--- config.mk ---
export PLATFORM = sky130hd
export DESIGN_NAME = seg7_scan_driver
export DESIGN_NICKNAME = d
export VERILOG_FILES = /design/src/rtl/seg7_pkg.sv /design/src/rtl/seg7_glyph.sv /design/src/rtl/seg7_scan_driver.sv
export SDC_FILE = /design/constraint.sdc
export NUM_CORES = 1
export LEC_CHECK = 0
export ABC_AREA = 1
export CAP_MARGIN = 10
export CORE_ASPECT_RATIO = 0.8
export CORE_UTILIZATION = 30
export CTS_BUF_LIST = sky130_fd_sc_hd__clkbuf_4 sky130_fd_sc_hd__clkbuf_8
export CTS_CLUSTER_DIAMETER = 60
export DETAILED_ROUTE_END_ITERATION = 10
export PLACE_DENSITY = 0.45
export SYNTH_ARGS = -nofsm -noshare
export SYNTH_HDL_FRONTEND = slang
export SYNTH_SLANG_ARGS = --single-unit
--- constraint.sdc ---
create_clock -name clk -period 1.5 [get_ports clk]
set_input_delay 0.3 -clock clk [delete_from_list [all_inputs] [get_ports clk]]
set_output_delay 0.3 -clock clk [all_outputs]
set_load 0.02 [all_outputs]
--- src/rtl/seg7_pkg.sv ---
// Seven-segment glyph constants and the shared nibble-to-segment decode.
// Segments are active-low, bit0=a .. bit6=g.
package seg7_pkg;

    localparam logic [6:0] SEG_BLANK = 7'h7F;

    localparam logic [6:0] SEG_0 = 7'h40;
    localparam logic [6:0] SEG_1 = 7'h79;
    localparam logic [6:0] SEG_2 = 7'h24;
    localparam logic [6:0] SEG_3 = 7'h30;
    localparam logic [6:0] SEG_4 = 7'h19;
    localparam logic [6:0] SEG_5 = 7'h12;
    localparam logic [6:0] SEG_6 = 7'h02;
    localparam logic [6:0] SEG_7 = 7'h78;
    localparam logic [6:0] SEG_8 = 7'h00;
    localparam logic [6:0] SEG_9 = 7'h10;
    localparam logic [6:0] SEG_A = 7'h08;
    localparam logic [6:0] SEG_B = 7'h03;
    localparam logic [6:0] SEG_C = 7'h46;
    localparam logic [6:0] SEG_D = 7'h21;
    localparam logic [6:0] SEG_E = 7'h06;
    localparam logic [6:0] SEG_F = 7'h0E;

    // Nibbles 10..15 show blank unless hex glyphs are enabled.
    function automatic logic [6:0] seg7_glyph_f(input logic [3:0] nibble, input logic hex_mode);
        logic [6:0] seg;
        case (nibble)
            4'h0:    seg = SEG_0;
            4'h1:    seg = SEG_1;
            4'h2:    seg = SEG_2;
            4'h3:    seg = SEG_3;
            4'h4:    seg = SEG_4;
            4'h5:    seg = SEG_5;
            4'h6:    seg = SEG_6;
            4'h7:    seg = SEG_7;
            4'h8:    seg = SEG_8;
            4'h9:    seg = SEG_9;
            4'hA:    seg = hex_mode ? SEG_A : SEG_BLANK;
            4'hB:    seg = hex_mode ? SEG_B : SEG_BLANK;
            4'hC:    seg = hex_mode ? SEG_C : SEG_BLANK;
            4'hD:    seg = hex_mode ? SEG_D : SEG_BLANK;
            4'hE:    seg = hex_mode ? SEG_E : SEG_BLANK;
            default: seg = hex_mode ? SEG_F : SEG_BLANK;
        endcase
        return seg;
    endfunction

endpackage

--- src/rtl/seg7_glyph.sv ---
// Combinational nibble to active-low segment decode.
module seg7_glyph
    import seg7_pkg::*;
#(
    parameter int HEX_MODE = 0
) (
    input  logic [3:0] nibble_i,
    output logic [6:0] seg_o
);

    localparam logic HEX_EN = (HEX_MODE != 0);

    always_comb begin
        seg_o = seg7_glyph_f(nibble_i, HEX_EN);
    end

endmodule

--- src/rtl/seg7_scan_driver.sv ---
// Multiplexed common-anode seven-segment driver with frame-aligned double buffering.
// Optional leading-zero blanking is compiled in when LZ_BLANK_EN is defined.
module seg7_scan_driver
    import seg7_pkg::*;
#(
    parameter int N_DIGITS       = 4,
    parameter int CLKS_PER_DIGIT = 50000,
    parameter int HEX_MODE       = 0
) (
    input  logic                  clk,
    input  logic                  reset_n,
    input  logic                  load_i,
    input  logic [4*N_DIGITS-1:0] value_i,
    input  logic [N_DIGITS-1:0]   dp_i,
    output logic                  pending_o,
    output logic                  frame_o,
    output logic [6:0]            seg_o,
    output logic                  dp_o,
    output logic [N_DIGITS-1:0]   an_o
);

    localparam int TICK_W = $clog2(CLKS_PER_DIGIT);
    localparam int IDX_W  = (N_DIGITS > 1) ? $clog2(N_DIGITS) : 1;
    localparam logic [TICK_W-1:0] TICK_LAST = TICK_W'(CLKS_PER_DIGIT - 1);
    localparam logic [IDX_W-1:0]  IDX_LAST  = IDX_W'(N_DIGITS - 1);

    logic [TICK_W-1:0]     tick_q, tick_d;
    logic [IDX_W-1:0]      idx_q, idx_d;
    logic [4*N_DIGITS-1:0] disp_val_q, disp_val_d;
    logic [N_DIGITS-1:0]   disp_dp_q, disp_dp_d;
    logic [4*N_DIGITS-1:0] pend_val_q, pend_val_d;
    logic [N_DIGITS-1:0]   pend_dp_q, pend_dp_d;
    logic                  pend_vld_q, pend_vld_d;
    logic                  frame_q, frame_d;
    logic [6:0]            seg_q, seg_d;
    logic                  dp_q, dp_d;
    logic [N_DIGITS-1:0]   an_q, an_d;

    logic                  tick_wrap;
    logic                  frame_wrap;
    logic                  lz_blank;
    logic [3:0]            cur_nib;
    logic [6:0]            glyph_seg;

    assign cur_nib = disp_val_q[idx_q*4 +: 4];

    seg7_glyph #(
        .HEX_MODE (HEX_MODE)
    ) u_glyph (
        .nibble_i (cur_nib),
        .seg_o    (glyph_seg)
    );

    always_comb begin
        tick_wrap  = (tick_q == TICK_LAST);
        frame_wrap = tick_wrap && (idx_q == IDX_LAST);

        tick_d = tick_wrap ? '0 : tick_q + TICK_W'(1);
        idx_d  = idx_q;
        if (tick_wrap) begin
            idx_d = (idx_q == IDX_LAST) ? '0 : idx_q + IDX_W'(1);
        end

        disp_val_d = disp_val_q;
        disp_dp_d  = disp_dp_q;
        pend_val_d = pend_val_q;
        pend_dp_d  = pend_dp_q;
        pend_vld_d = pend_vld_q;

        // A load landing on the wrap itself bypasses the buffer so it is not lost.
        if (frame_wrap) begin
            if (load_i) begin
                disp_val_d = value_i;
                disp_dp_d  = dp_i;
            end else if (pend_vld_q) begin
                disp_val_d = pend_val_q;
                disp_dp_d  = pend_dp_q;
            end
            pend_vld_d = 1'b0;
        end
        if (load_i) begin
            pend_val_d = value_i;
            pend_dp_d  = dp_i;
            if (!frame_wrap) begin
                pend_vld_d = 1'b1;
            end
        end

        lz_blank = 1'b0;
`ifdef LZ_BLANK_EN
        lz_blank = (idx_q != '0);
        for (int k = 0; k < N_DIGITS; k++) begin
            if (k >= int'(idx_q) && (disp_val_q[k*4 +: 4] != 4'h0 || disp_dp_q[k])) begin
                lz_blank = 1'b0;
            end
        end
`endif

        frame_d = frame_wrap;
        // Slot start is dark so the previous digit's segments never ghost onto the next anode.
        if (tick_q == '0) begin
            an_d  = '1;
            seg_d = SEG_BLANK;
            dp_d  = 1'b1;
        end else begin
            an_d        = '1;
            an_d[idx_q] = 1'b0;
            seg_d       = lz_blank ? SEG_BLANK : glyph_seg;
            dp_d        = ~disp_dp_q[idx_q];
        end
    end

    always_ff @(posedge clk or negedge reset_n) begin
        if (!reset_n) begin
            tick_q     <= '0;
            idx_q      <= '0;
            disp_val_q <= '0;
            disp_dp_q  <= '0;
            pend_val_q <= '0;
            pend_dp_q  <= '0;
            pend_vld_q <= 1'b0;
            frame_q    <= 1'b0;
            seg_q      <= SEG_BLANK;
            dp_q       <= 1'b1;
            an_q       <= '1;
        end else begin
            tick_q     <= tick_d;
            idx_q      <= idx_d;
            disp_val_q <= disp_val_d;
            disp_dp_q  <= disp_dp_d;
            pend_val_q <= pend_val_d;
            pend_dp_q  <= pend_dp_d;
            pend_vld_q <= pend_vld_d;
            frame_q    <= frame_d;
            seg_q      <= seg_d;
            dp_q       <= dp_d;
            an_q       <= an_d;
        end
    end

    assign pending_o = pend_vld_q;
    assign frame_o   = frame_q;
    assign seg_o     = seg_q;
    assign dp_o      = dp_q;
    assign an_o      = an_q;

endmodule

* Word-level counts from Yosys, hierarchy flattened
Memories as Yosys holds them, arrays and structs flattened.
Cells that the tools add are included.
** Storage, ports and cells
- Bits in registers :: 72
- ROM bits :: 112
- Input port bits :: 23
- Output and inout bits :: 14
- Word-level logic and storage cells :: 42
- Memories kept :: 1
** Memory list
- (no name shown) :: words 16, width 7, read ports 1, clocked after Yosys merged registers in 0, write ports 0, RTL line seg7_pkg.sv:27 : case (nibble)
** Cells by class
- Add/subtract/negate cells :: 2
- Magnitude comparators :: 2
- Equal/unequal tests :: 2
- Shifts and indexed selects :: 1
- Muxes and demuxes :: 16
- Bitwise gates (word level) :: 2
- Reductions and logical operators :: 5
** Operator list (number)
- 16-bit two-way mux :: 3
- 16-bit by 1-bit adder with 16-bit output, second input constant :: 1
- 16-bit == test, second input constant :: 1
- 16-bit logical NOT :: 1
- 16-bit by 5-bit variable part select with 4-bit output :: 1
- 4-bit two-way mux :: 3
- 7-bit two-way mux :: 1
- 1-bit two-way mux :: 6
- 4-bit inverter :: 1
- 2-bit by 3-bit less-than comparator with 1-bit output, second input constant :: 1
- 2-bit by 1-bit adder with 2-bit output, second input constant :: 1
- 1-bit binary-select mux with 2-bit select :: 1
- 1-bit demux with 2-bit select :: 1
- 2-bit == test, second input constant :: 1
- 2-bit by 1-bit greater-or-equal comparator with 1-bit output, second input constant :: 1
- 1-bit logical AND :: 2
- 2-bit two-way mux :: 1
- 2-bit AND reduction :: 1
- 2-bit nonzero test :: 1
- 1-bit inverter :: 1

* Logic depth before layout (Yosys ltp)
Gate-level depths: netlist of the first run.
- Depth in word-level cells :: 6
- Mapped depth :: 11
- Depth with buffers taken out :: 10

* Modules after synthesis
A second synthesis of the first run with hierarchy kept.
** Unflattened totals
- Cells, all modules :: 418
- Area total of the unflattened synthesis :: 3435.8 um^2
** By module, submodules not included
- seg7_scan_driver :: times used 1, cells each 383, area an instance 3248.1 um^2, sequential area each 1816.7 um^2
- seg7_glyph :: times used 1, cells each 35, area an instance 187.7 um^2, sequential area each 0.0 um^2

* Least setup slack after synthesis of the first run
Ideal clock, no wire load.
- Path type :: register to register
- From :: register idx_q[0]
- To :: register seg_q[6] (netlist: seg_o[6])
- Setup time :: 0.083 ns
- Arrival time :: 1.401 ns
- Data required time :: 1.417 ns
- Setup slack :: 0.017 ns
- Stages on the path, launching flop included :: 11
- Buffers on the path :: 1
- Period minus slack after synthesis :: 1.483 ns
- Cells stage by stage :: dfrtp_1 > inv_2 > buf_2 > nand2_1 > nand3_1 > nand2_1 > inv_1 > ha_1 > nand3b_1 > nand3_1 > nand2_1
** On the way
- Cells in the longest elaborated chain, start to end :: 3
** Ends and longest elaborated chain
- start, declared :: RTL line seg7_scan_driver.sv:28 : logic [IDX_W-1:0] idx_q, idx_d;
- start signal, assigned :: RTL line seg7_scan_driver.sv:128 : idx_q <= idx_d;
- 16-bit by 5-bit variable part select with 4-bit output :: RTL line seg7_scan_driver.sv:45 : assign cur_nib = disp_val_q[idx_q*4 +: 4];
- memory 16 x 7 bit
- 7-bit two-way mux :: RTL line seg7_scan_driver.sv:101 : if (tick_q == '0) begin
- via seg_d[6] :: RTL line seg7_scan_driver.sv:35 : logic [6:0] seg_q, seg_d;
- end signal, assigned :: RTL line seg7_scan_driver.sv:135 : seg_q <= seg_d;
- end, declared :: RTL line seg7_scan_driver.sv:35
The timed path passes the listed nets, and every way through them passes these cells.
A chain may end at the register's enable or synchronous reset.

* Worst setup path after layout of the first run
- From :: register seg_q[0] (netlist: seg_o[0])
- To :: output port seg_o[0]
** RTL lines
- end, declared :: RTL line seg7_scan_driver.sv:17 : output logic [6:0] seg_o,
No word-level cell between the ends.

==> impl_metrics.yaml, run 1 <==
sta:
  relSlewSlack: 0.741
  fin_tns_setup_ns: 0
  fmax_ghz: 0.686
  setup_viol: 0
  period_minus_slack_ns: 1.46
  timing.final.crit_share: 0.972
  clock_skew_ns: 0.0108
  hold_viol_final: 0
  tightestPinTransition_ns: 0.388
  drv_slew: 0
  fin_ws_ns: 0.0420
  rsz0062_at_grt: "yes"
pwr:
  cellPowerDensity_mw_per_mm2: 822
  vdd_drop_max_uv: 393
  p_leak_uw: 0.00245
global_routing:
  grt_max_degree: 73
  overflow: 0
  grt_use_total: 0.151
  grt_antenna_before_repair: 0
  grt_pass1_vias: 2683
  grt_pass1_wl_um: 13800
final_layout:
  final_layout_size_suffix_gt1_frac: 0.287
  layout_commonest_cell: "nand2_1"
  area_growth_pct: 33.3
  fin_nets: 539
  fillers: 1203
  final_util: 0.411
  seq_area_mm2: 0.00182
  layout_common_cells: "nand2_1 (154), dfrtp_1 (56), buf_4 (39)"
  antenna_cells: 0
  multiInputGateArea_mm2: 0.00163
  finalNonFillerCells: 657
  final_area_mm2: 0.00473
worst_setup_path:
  start_kind: "flip-flop"
  cpPeakStageDelay_ns: 0.52
  worst-path-buf-inv: 1
  critical_path.top_delay_family: "flip-flops"
  worst_setup_path_end_kind: "primary output"
  required_ns: 1.20
  crit_chain: "clkdlybuf4s15_1"
  crit_arrival_ns: 1.16
  cpMaxStageDelayCell: "dfstp_2"
  crit_fanout: 1
  crit_type: "flip-flop to primary output"
hold_path:
  min_path_type: "flip-flop to flip-flop"
clocking:
  clkLatencyLatePin_ns: 0.35
  clk_pin_slew_worst_paths_ns: 0.07
  clock-sinks: 72
  cts_root_buf: "clkbuf_8"
  cts_max_path_buffers: 2
  numCtsBuffers: 9
  cts_tree: "yes"
  cts_htree_levels: 3
place:
  io_buffers: 36
  place_worst_setup_slack_ns: -0.0995
  dpl_cell_area_mm2: 0.00439
  routabilityCongestion: 0.812
  dp_cells: 637
  place_hpwl_um: 6140
floorplanning:
  start_util: 0.308
  die_h_um: 99.3
  rows: 35
  num_io_pins: 37
  dieArea_mm2: 0.0123
  coreArea_mm2: 0.0115
  die_w_um: 124
route:
  postRouteAntennaNets: 0
  first_iter_violations: 109
  vias_per_cell: 4.44
  via_count: 2915
  wl_per_cell_um: 13.1
  drc: 0
  drt_wl_total_um: 8580
  first_pass_iters: 4
yosys:
  synth_fp_nets: 457
  synth-seq-cells: 72
  synth_cell_types: 31
  ys_seq_area_frac: 0.512
  synth_area_mm2: 0.00355
  syn_area_per_cell_um2: 8.39
  synthCells: 423
  ys_warn_count: 0
status:
  status: "complete, no violations"
run:
  drv_cap: 0
Yosys cell counts, drive strengths merged:
cell type    n  area (um2)
buf         10        75.1
dfrtp       60        1500
o22ai        1        6.26
nand4       24         165
a21oi        3        26.3
o21ai        6        30.0
nor3         5        25.0
dfstp       12         315
ha          11         138
nor2        41         213
o21bai       1        7.51
xor2         6        52.6
clkbuf       5        18.8
nand3b       2        15.0
inv         35         131
a31oi        1        6.26
nand3       27         153
or2          1        6.26
nand2      172         666
layout make-up:
class,instances,area share
clock buffers,11,0.0293
clock inverters,4,0.0148
inverters,35,0.0288
multi-input cells,301,0.344
flip-flops and latches,72,0.385
well taps,148,0.0391
repair buffers,86,0.159
sequential cells by signal, summed over array words and instances, names as in the netlist:
name        cells
pending_o       1
dp_o            1
disp_val_q     16
tick_q         16
seg_o           7
disp_dp_q       4
idx_q           2
an_o            4
pend_val_q     16
frame_o         1
pend_dp_q       4
kinds of logic (layout without fill, tap and decap cells):
logic type / Yosys count / in the layout / share of synthesized area
AO/OA/AOI/OAI: 12 / 12 / 0.0215
adder cells (fa/ha/maj): 11 / 11 / 0.0388
buffers and inverters: 50 / 136 / 0.0634
AND/OR/NAND/NOR: 272 / 272 / 0.350
XOR/XNOR: 6 / 6 / 0.0148
flip-flops: 72 / 72 / 0.512
power by group:
group	internal (uW)	switching, uW	total (uW)
Clock	960	721	1680
Sequential	1990	13.1	2000
Combinational	98.6	110	209
Total	3050	844	3890
final timing paths:
path | from | to | cells past startpoint | slack (ns)
max | seg_o[0]$_DFF_PN1_ | seg_o[0] | 1 | 0.04
min | pend_val_q[5]$_DFFE_PN0P_ | pend_val_q[5]$_DFFE_PN0P_ | 2 | 0.48
max reg2reg | idx_q[0]$_DFFE_PN0N_ | seg_o[0]$_DFF_PN1_ | 9 | 0.06
min reg2reg | pend_val_q[5]$_DFFE_PN0P_ | pend_val_q[5]$_DFFE_PN0P_ | 2 | 0.48
max in group asynchronous | reset_n | seg_o[4]$_DFF_PN1_ | 3 | 0.67
min in group asynchronous | reset_n | tick_q[11]$_DFF_PN0_ | 3 | 0.51
through the flow:
step	hold WS (ns)	total power [uW]
floorplan	0.00441	2100
global placement	0.368	2250
detailed placement	0.365	2250
CTS	0.483	3970
global route	0.500	4070
finish	0.475	3890
what timing repair did:
| action | in CTS | in global routing |
|---|---|---|
| gates resized for setup | 30 | 52 |
| hold buffers | 1 | 0 |
| pin swaps | 0 | 12 |
| buffers inserted | 0 | 6 |
| setup endpoints to repair | 20 | 48 |
| endpoints found under the hold margin | 60 | 0 |
per-layer routing:
metal | GRT usage | part of all wire | vias to the layer above
met1 | 0.231 | 0.54 | 1346
met4 | 0.0361 | 0.0050 | 0
met3 | 0.0487 | 0.046 | 4
met2 | 0.201 | 0.41 | 55
met5 | 0 | 0 | -
li1 | - | - | 1510
(Power assumes the default switching activity.)
==> run 2: changes to the inputs <==
CORE_ASPECT_RATIO = unset   (was 0.8)
CORE_UTILIZATION = 45   (was 30)
PLACE_DENSITY = 0.78   (was 0.45)
==> run 2 against run 1 <==
  * The run now ends with setup timing left
  * Utilization increased by 19 points
  * Highest routed layer unchanged
  * Combinational power decreased by 9%
  * Sequential power about the same
  * Register-to-register slack got worse by 0.07 ns
  * Largest cell class unchanged
  * Sequential share of layout area increased by 0.97 points
  * Clock-buffer cell count decreased by 1
  * Total power decreased by 6.4%
  * Non-clock buffer count decreased by 14
  * Final area decreased by 2.5%
==> impl_metrics.yaml, run 2 (synthesis results as in run 1) <==
status:
  status: "complete, but fails checks"
  violations: "setup timing"
worst_setup_path:
  crit_type: "flip-flop to flip-flop"
  cpPeakStageDelay_ns: 0.42
  worst_setup_path_end_kind: "flip-flop"
  start_kind: "flip-flop"
  crit_chain: "ha_4, nand3_2, nor2_4, buf_12, nand4_2, nand2_1, nand2_1"
  cpMostUsedCell: "nand2_1"
  required_ns: 1.74
  crit_fanout: 5
  cpMaxStageDelayCell: "dfrtp_1"
  crit_arrival_ns: 1.75
pwr:
  p_total_uw: 3640
  cellPowerDensity_mw_per_mm2: 789
  vdd_drop_max_uv: 453
  p_leak_uw: 0.00241
global_routing:
  grt_max_degree: 73
  grt_pass1_vias: 2789
  overflow: 0
  grt_pass1_wl_um: 12700
  grt_use_total: 0.193
  grt_antenna_before_repair: 0
route:
  drt_wl_total_um: 8210
  first_iter_violations: 220
  via_count: 3021
  postRouteAntennaNets: 0
  drc: 0
  first_pass_iters: 4
  wl_per_cell_um: 13.7
  vias_per_cell: 5.03
sta:
  fin_tns_setup_ns: -0.0130
  relSlewSlack: 0.746
  tightestPinTransition_ns: 0.381
  clock_skew_ns: 0.0114
  drv_slew: 0
  fmax_ghz: 0.662
  setup_viol: 2
  period_minus_slack_ns: 1.51
  whs_ns: 0.477
  hold_viol_final: 0
  timing.final.crit_share: 1.01
  fin_ws_ns: -0.0106
floorplanning:
  coreArea_mm2: 0.00769
  die_w_um: 90.8
  die_h_um: 90.8
  rows: 32
  start_util: 0.462
  num_io_pins: 37
  dieArea_mm2: 0.00825
clocking:
  clock-sinks: 72
  numCtsBuffers: 9
  cts_max_path_buffers: 2
  clk_pin_slew_worst_paths_ns: 0.08
  clkLatencyLatePin_ns: 0.35
  cts_root_buf: "clkbuf_8"
  cts_tree: "yes"
  cts_htree_levels: 3
place:
  place_hpwl_um: 5210
  io_buffers: 36
  place_worst_setup_slack_ns: -0.116
  routabilityCongestion: 0.862
final_layout:
  antenna_cells: 0
  area_growth_pct: 30.0
  largest_registers: "disp_val_q x16, pend_val_q x16, tick_q x16"
  layout_common_cells: "nand2_1 (161), dfrtp_1 (56), nor2_1 (32)"
  final_layout_size_suffix_gt1_frac: 0.220
  layout_commonest_cell: "nand2_1"
  final_util: 0.600
  fin_nets: 528
  fillers: 665
hold_path:
  min_path_type: "flip-flop to flip-flop"
run:
  drv_cap: 0
## run 2: critical path: cells and delay by family, from the launching register on
family	cells	cell delay, ns
simple gates	5	0.64
flops	1	0.42
buf+inv	1	0.14
fa+ha+maj	1	0.19
## run 2: stage by stage
step	cell area [um2]	std cells
after floorplan	3550	423
after global placement	4200	575
after detailed placement	4200	575
after CTS	4400	593
after global routing	4620	601
final	4620	601
## run 2: report_power, final
| part | total, uW | internal (uW) | switching, uW |
|---|---|---|---|
| Sequential | 2000 | 1990 | 14.6 |
| Clock | 1450 | 651 | 796 |
| Combinational | 191 | 86.3 | 105 |
## run 2: area by class of cell
class	count	area, um2	share of cell area
Clock buffer	10	138	0.0298
Clock inverter	6	43.8	0.00949
Tap cell	102	128	0.0276
Timing Repair Buffer	72	707	0.153
Multi-Input combinational cell	304	1640	0.356
Inverter	35	134	0.0290
Sequential cell	72	1820	0.395
## run 2: worst paths after layout
kind	endpoint	cells after the start	start	slack, ns
worst max-delay path	disp_val_q[11]$_DFFE_PN0P_	7	tick_q[1]$_DFF_PN0_	-0.01
worst min-delay path	pend_val_q[6]$_DFFE_PN0P_	2	pend_val_q[6]$_DFFE_PN0P_	0.48
worst max register to register	disp_val_q[11]$_DFFE_PN0P_	7	tick_q[1]$_DFF_PN0_	-0.01
worst min register to register	pend_val_q[6]$_DFFE_PN0P_	2	pend_val_q[6]$_DFFE_PN0P_	0.48
max in group asynchronous	dp_o$_DFF_PN1_	3	reset_n	0.65
min in group asynchronous	pend_val_q[4]$_DFFE_PN0P_	3	reset_n	0.50
## run 2: routing by layer
layer | GRT usage | vias to the layer above | part of all wire
met5 | 0 | - | 0
li1 | - | 1497 | -
met2 | 0.294 | 74 | 0.49
met1 | 0.272 | 1438 | 0.45
met4 | 0.0873 | 0 | 0.017
met3 | 0.0303 | 12 | 0.044
## run 2: repair_timing
| action | 4_1_cts | 5_1_grt |
|---|---|---|
| cloned | 1 | 3 |
| pin swaps | 3 | 11 |
| setup buffers | 0 | 6 |
| setup endpoints to repair | 39 | 32 |
| endpoints found under the hold margin | 60 | 0 |
| hold buffers | 1 | 0 |
| gates resized for setup | 23 | 28 |
==> run 3: changes to the inputs <==
--- a/config.mk
+++ b/config.mk
@@ -7,4 +7,5 @@
 export LEC_CHECK = 0
 export ABC_AREA = 1
+export ABC_CLOCK_PERIOD_IN_PS = 1500
 export CAP_MARGIN = 10
 export CORE_UTILIZATION = 45
==> constraint.sdc (replaced) <==
create_clock -name clk -period 1.5 [get_ports clk]
set_input_delay 0.3 -clock clk [delete_from_list [all_inputs] [get_ports clk]]
set_output_delay 0.3 -clock clk [all_outputs]
set_load 0.1 [all_outputs]
==> run 3 against run 2 <==
  * The run now ends clean
  * Utilization rose by 2.8 points
  * Worst hold slack better by 0.0031 ns
  * Worst setup slack better by 0.032 ns
  * Register-to-register slack gained 0.03 ns
  * First-iteration DRC count fell by 21%
  * Clock skew decreased by 0.0028 ns
  * Cell count down 0.17%
  * Critical path type unchanged
  * Largest cell class unchanged
  * Largest power group unchanged
==> impl_metrics.yaml, run 3 (synthesis results as in run 1) <==
pwr:
  p_total_uw: 3940
  cellPowerDensity_mw_per_mm2: 816
  clkPwrFrac: 0.444
  combPwrFrac: 0.048
  power_switching_uw: 916
  p_leak_uw: 0.00249
  p_seq_frac: 0.508
  vdd_drop_max_uv: 595
  swShare: 0.232
  p_int_uw: 3020
route:
  drc: 0
  via_count: 3024
  first_iter_violations: 174
  first_pass_iters: 6
  drt_wl_total_um: 8170
  vias_per_cell: 5.04
  wl_per_cell_um: 13.6
  postRouteAntennaNets: 0
worst_setup_path:
  required_ns: 1.78
  crit_arrival_ns: 1.76
  crit_fanout: 7
  start_kind: "flip-flop"
  crit_type: "flip-flop to flip-flop"
  worst_setup_path_end_kind: "flip-flop"
sta:
  rsz0062_at_grt: "yes"
  tightestPinTransition_ns: 0.381
  drv_slew: 0
  period_minus_slack_ns: 1.48
  relSlewSlack: 0.746
  hold_viol_final: 0
  clock_skew_ns: 0.00861
  setup_viol: 0
  fin_ws_ns: 0.0212
  timing.final.crit_share: 0.986
  fmax_ghz: 0.676
clocking:
  clkLatencyLatePin_ns: 0.36
  cts_root_buf: "clkbuf_8"
  cts_tree: "yes"
  numCtsBuffers: 9
  cts_htree_levels: 3
  clk_pin_slew_worst_paths_ns: 0.09
  clock-sinks: 72
  cts_max_path_buffers: 2
status:
  status: "complete, no violations"
run:
  drv_cap: 0
final_layout:
  layout_commonest_cell: "nand2_1"
  largest_registers: "disp_val_q x16, pend_val_q x16, tick_q x16"
  fillers: 617
  layout_common_cells: "nand2_1 (158), dfrtp_1 (56), nor2_1 (31)"
  antenna_cells: 0
  fin_nets: 527
  area_growth_pct: 36.0
  final_area_mm2: 0.00483
  final_util: 0.628
  final_layout_size_suffix_gt1_frac: 0.271
  finalNonFillerCells: 600
place:
  dp_cells: 575
  place_worst_setup_slack_ns: -0.278
  io_buffers: 36
  dpl_cell_area_mm2: 0.00432
  routabilityCongestion: 0.890
  place_hpwl_um: 5330
global_routing:
  grt_use_total: 0.203
  grt_pass1_vias: 2947
  grt_max_degree: 73
  grt_pass1_wl_um: 13300
  grt_antenna_before_repair: 0
  overflow: 0
floorplanning:
  num_io_pins: 37
  dieArea_mm2: 0.00825
  start_util: 0.462
  die_h_um: 90.8
  die_w_um: 90.8
  coreArea_mm2: 0.00769
  rows: 32
hold_path:
  min_path_type: "flip-flop to flip-flop"
run 3: cell type report:
type,instances,area (um2),share of cell area
tap,102,128,0.0264
clock inverter,7,104,0.0215
inverter,35,134,0.0277
clock buffer,9,124,0.0256
multi-input combinational,304,1680,0.348
timing repair buffer,71,838,0.174
sequential,72,1820,0.377
run 3: worst max-delay path: stages, from the launching register on:
cell and delay [ns]:
dfrtp_2 0.47, inv_4 0.11, nand2_2 0.05, nand3_2 0.08
nand2_4 0.08, buf_4 0.14, ha_1 0.19, inv_1 0.06
nand2_2 0.06, nand3_1 0.09, nand2_1 0.06
run 3: final timing paths:
kind / to / slack [ns] / cells past startpoint / start
min in group asynchronous: disp_val_q[7]$_DFFE_PN0P_ / 0.49 / 3 / reset_n
max in group asynchronous: dp_o$_DFF_PN1_ / 0.67 / 3 / reset_n
worst max register to register: seg_o[0]$_DFF_PN1_ / 0.02 / 10 / idx_q[0]$_DFFE_PN0N_
worst min register to register: pend_val_q[3]$_DFFE_PN0P_ / 0.48 / 2 / pend_val_q[3]$_DFFE_PN0P_
worst min-delay path: pend_val_q[3]$_DFFE_PN0P_ / 0.48 / 2 / pend_val_q[3]$_DFFE_PN0P_
worst max-delay path: seg_o[0]$_DFF_PN1_ / 0.02 / 10 / idx_q[0]$_DFFE_PN0N_
run 3: power groups by stage:
stage	registers (uW)	clock network [uW]	logic [uW]
final	2000	1750	188
after global routing	2010	1860	216
after CTS	2000	1780	191
after detailed placement	2040	0	189
after global placement	2040	0	182
after floorplan	2030	0	63.7
run 3: timing repair:
item | 4_1_cts | 5_1_grt
pin swaps | 2 | 12
cloned | 0 | 3
endpoints found under the hold margin | 60 | 0
gates resized for setup | 4 | 37
hold buffers | 1 | 0
endpoints found under the setup margin | 12 | 30
buffers inserted | 0 | 5
run 3: stage by stage:
stage	TNS (ns)	hold slack (ns)
after floorplan	0	0.00441
after global placement	-4.63	0.349
after detailed placement	-5.83	0.361
after CTS	0	0.483
after global routing	-0.249	0.508
final	0	0.480
run 3: per-layer routing:
layer,vias up,wire length (um),GRT usage
li1,1489,-,-
met1,1408,3510,0.265
met2,104,4030,0.321
met3,23,428,0.0539
met4,0,206,0.0860
met5,-,0,0
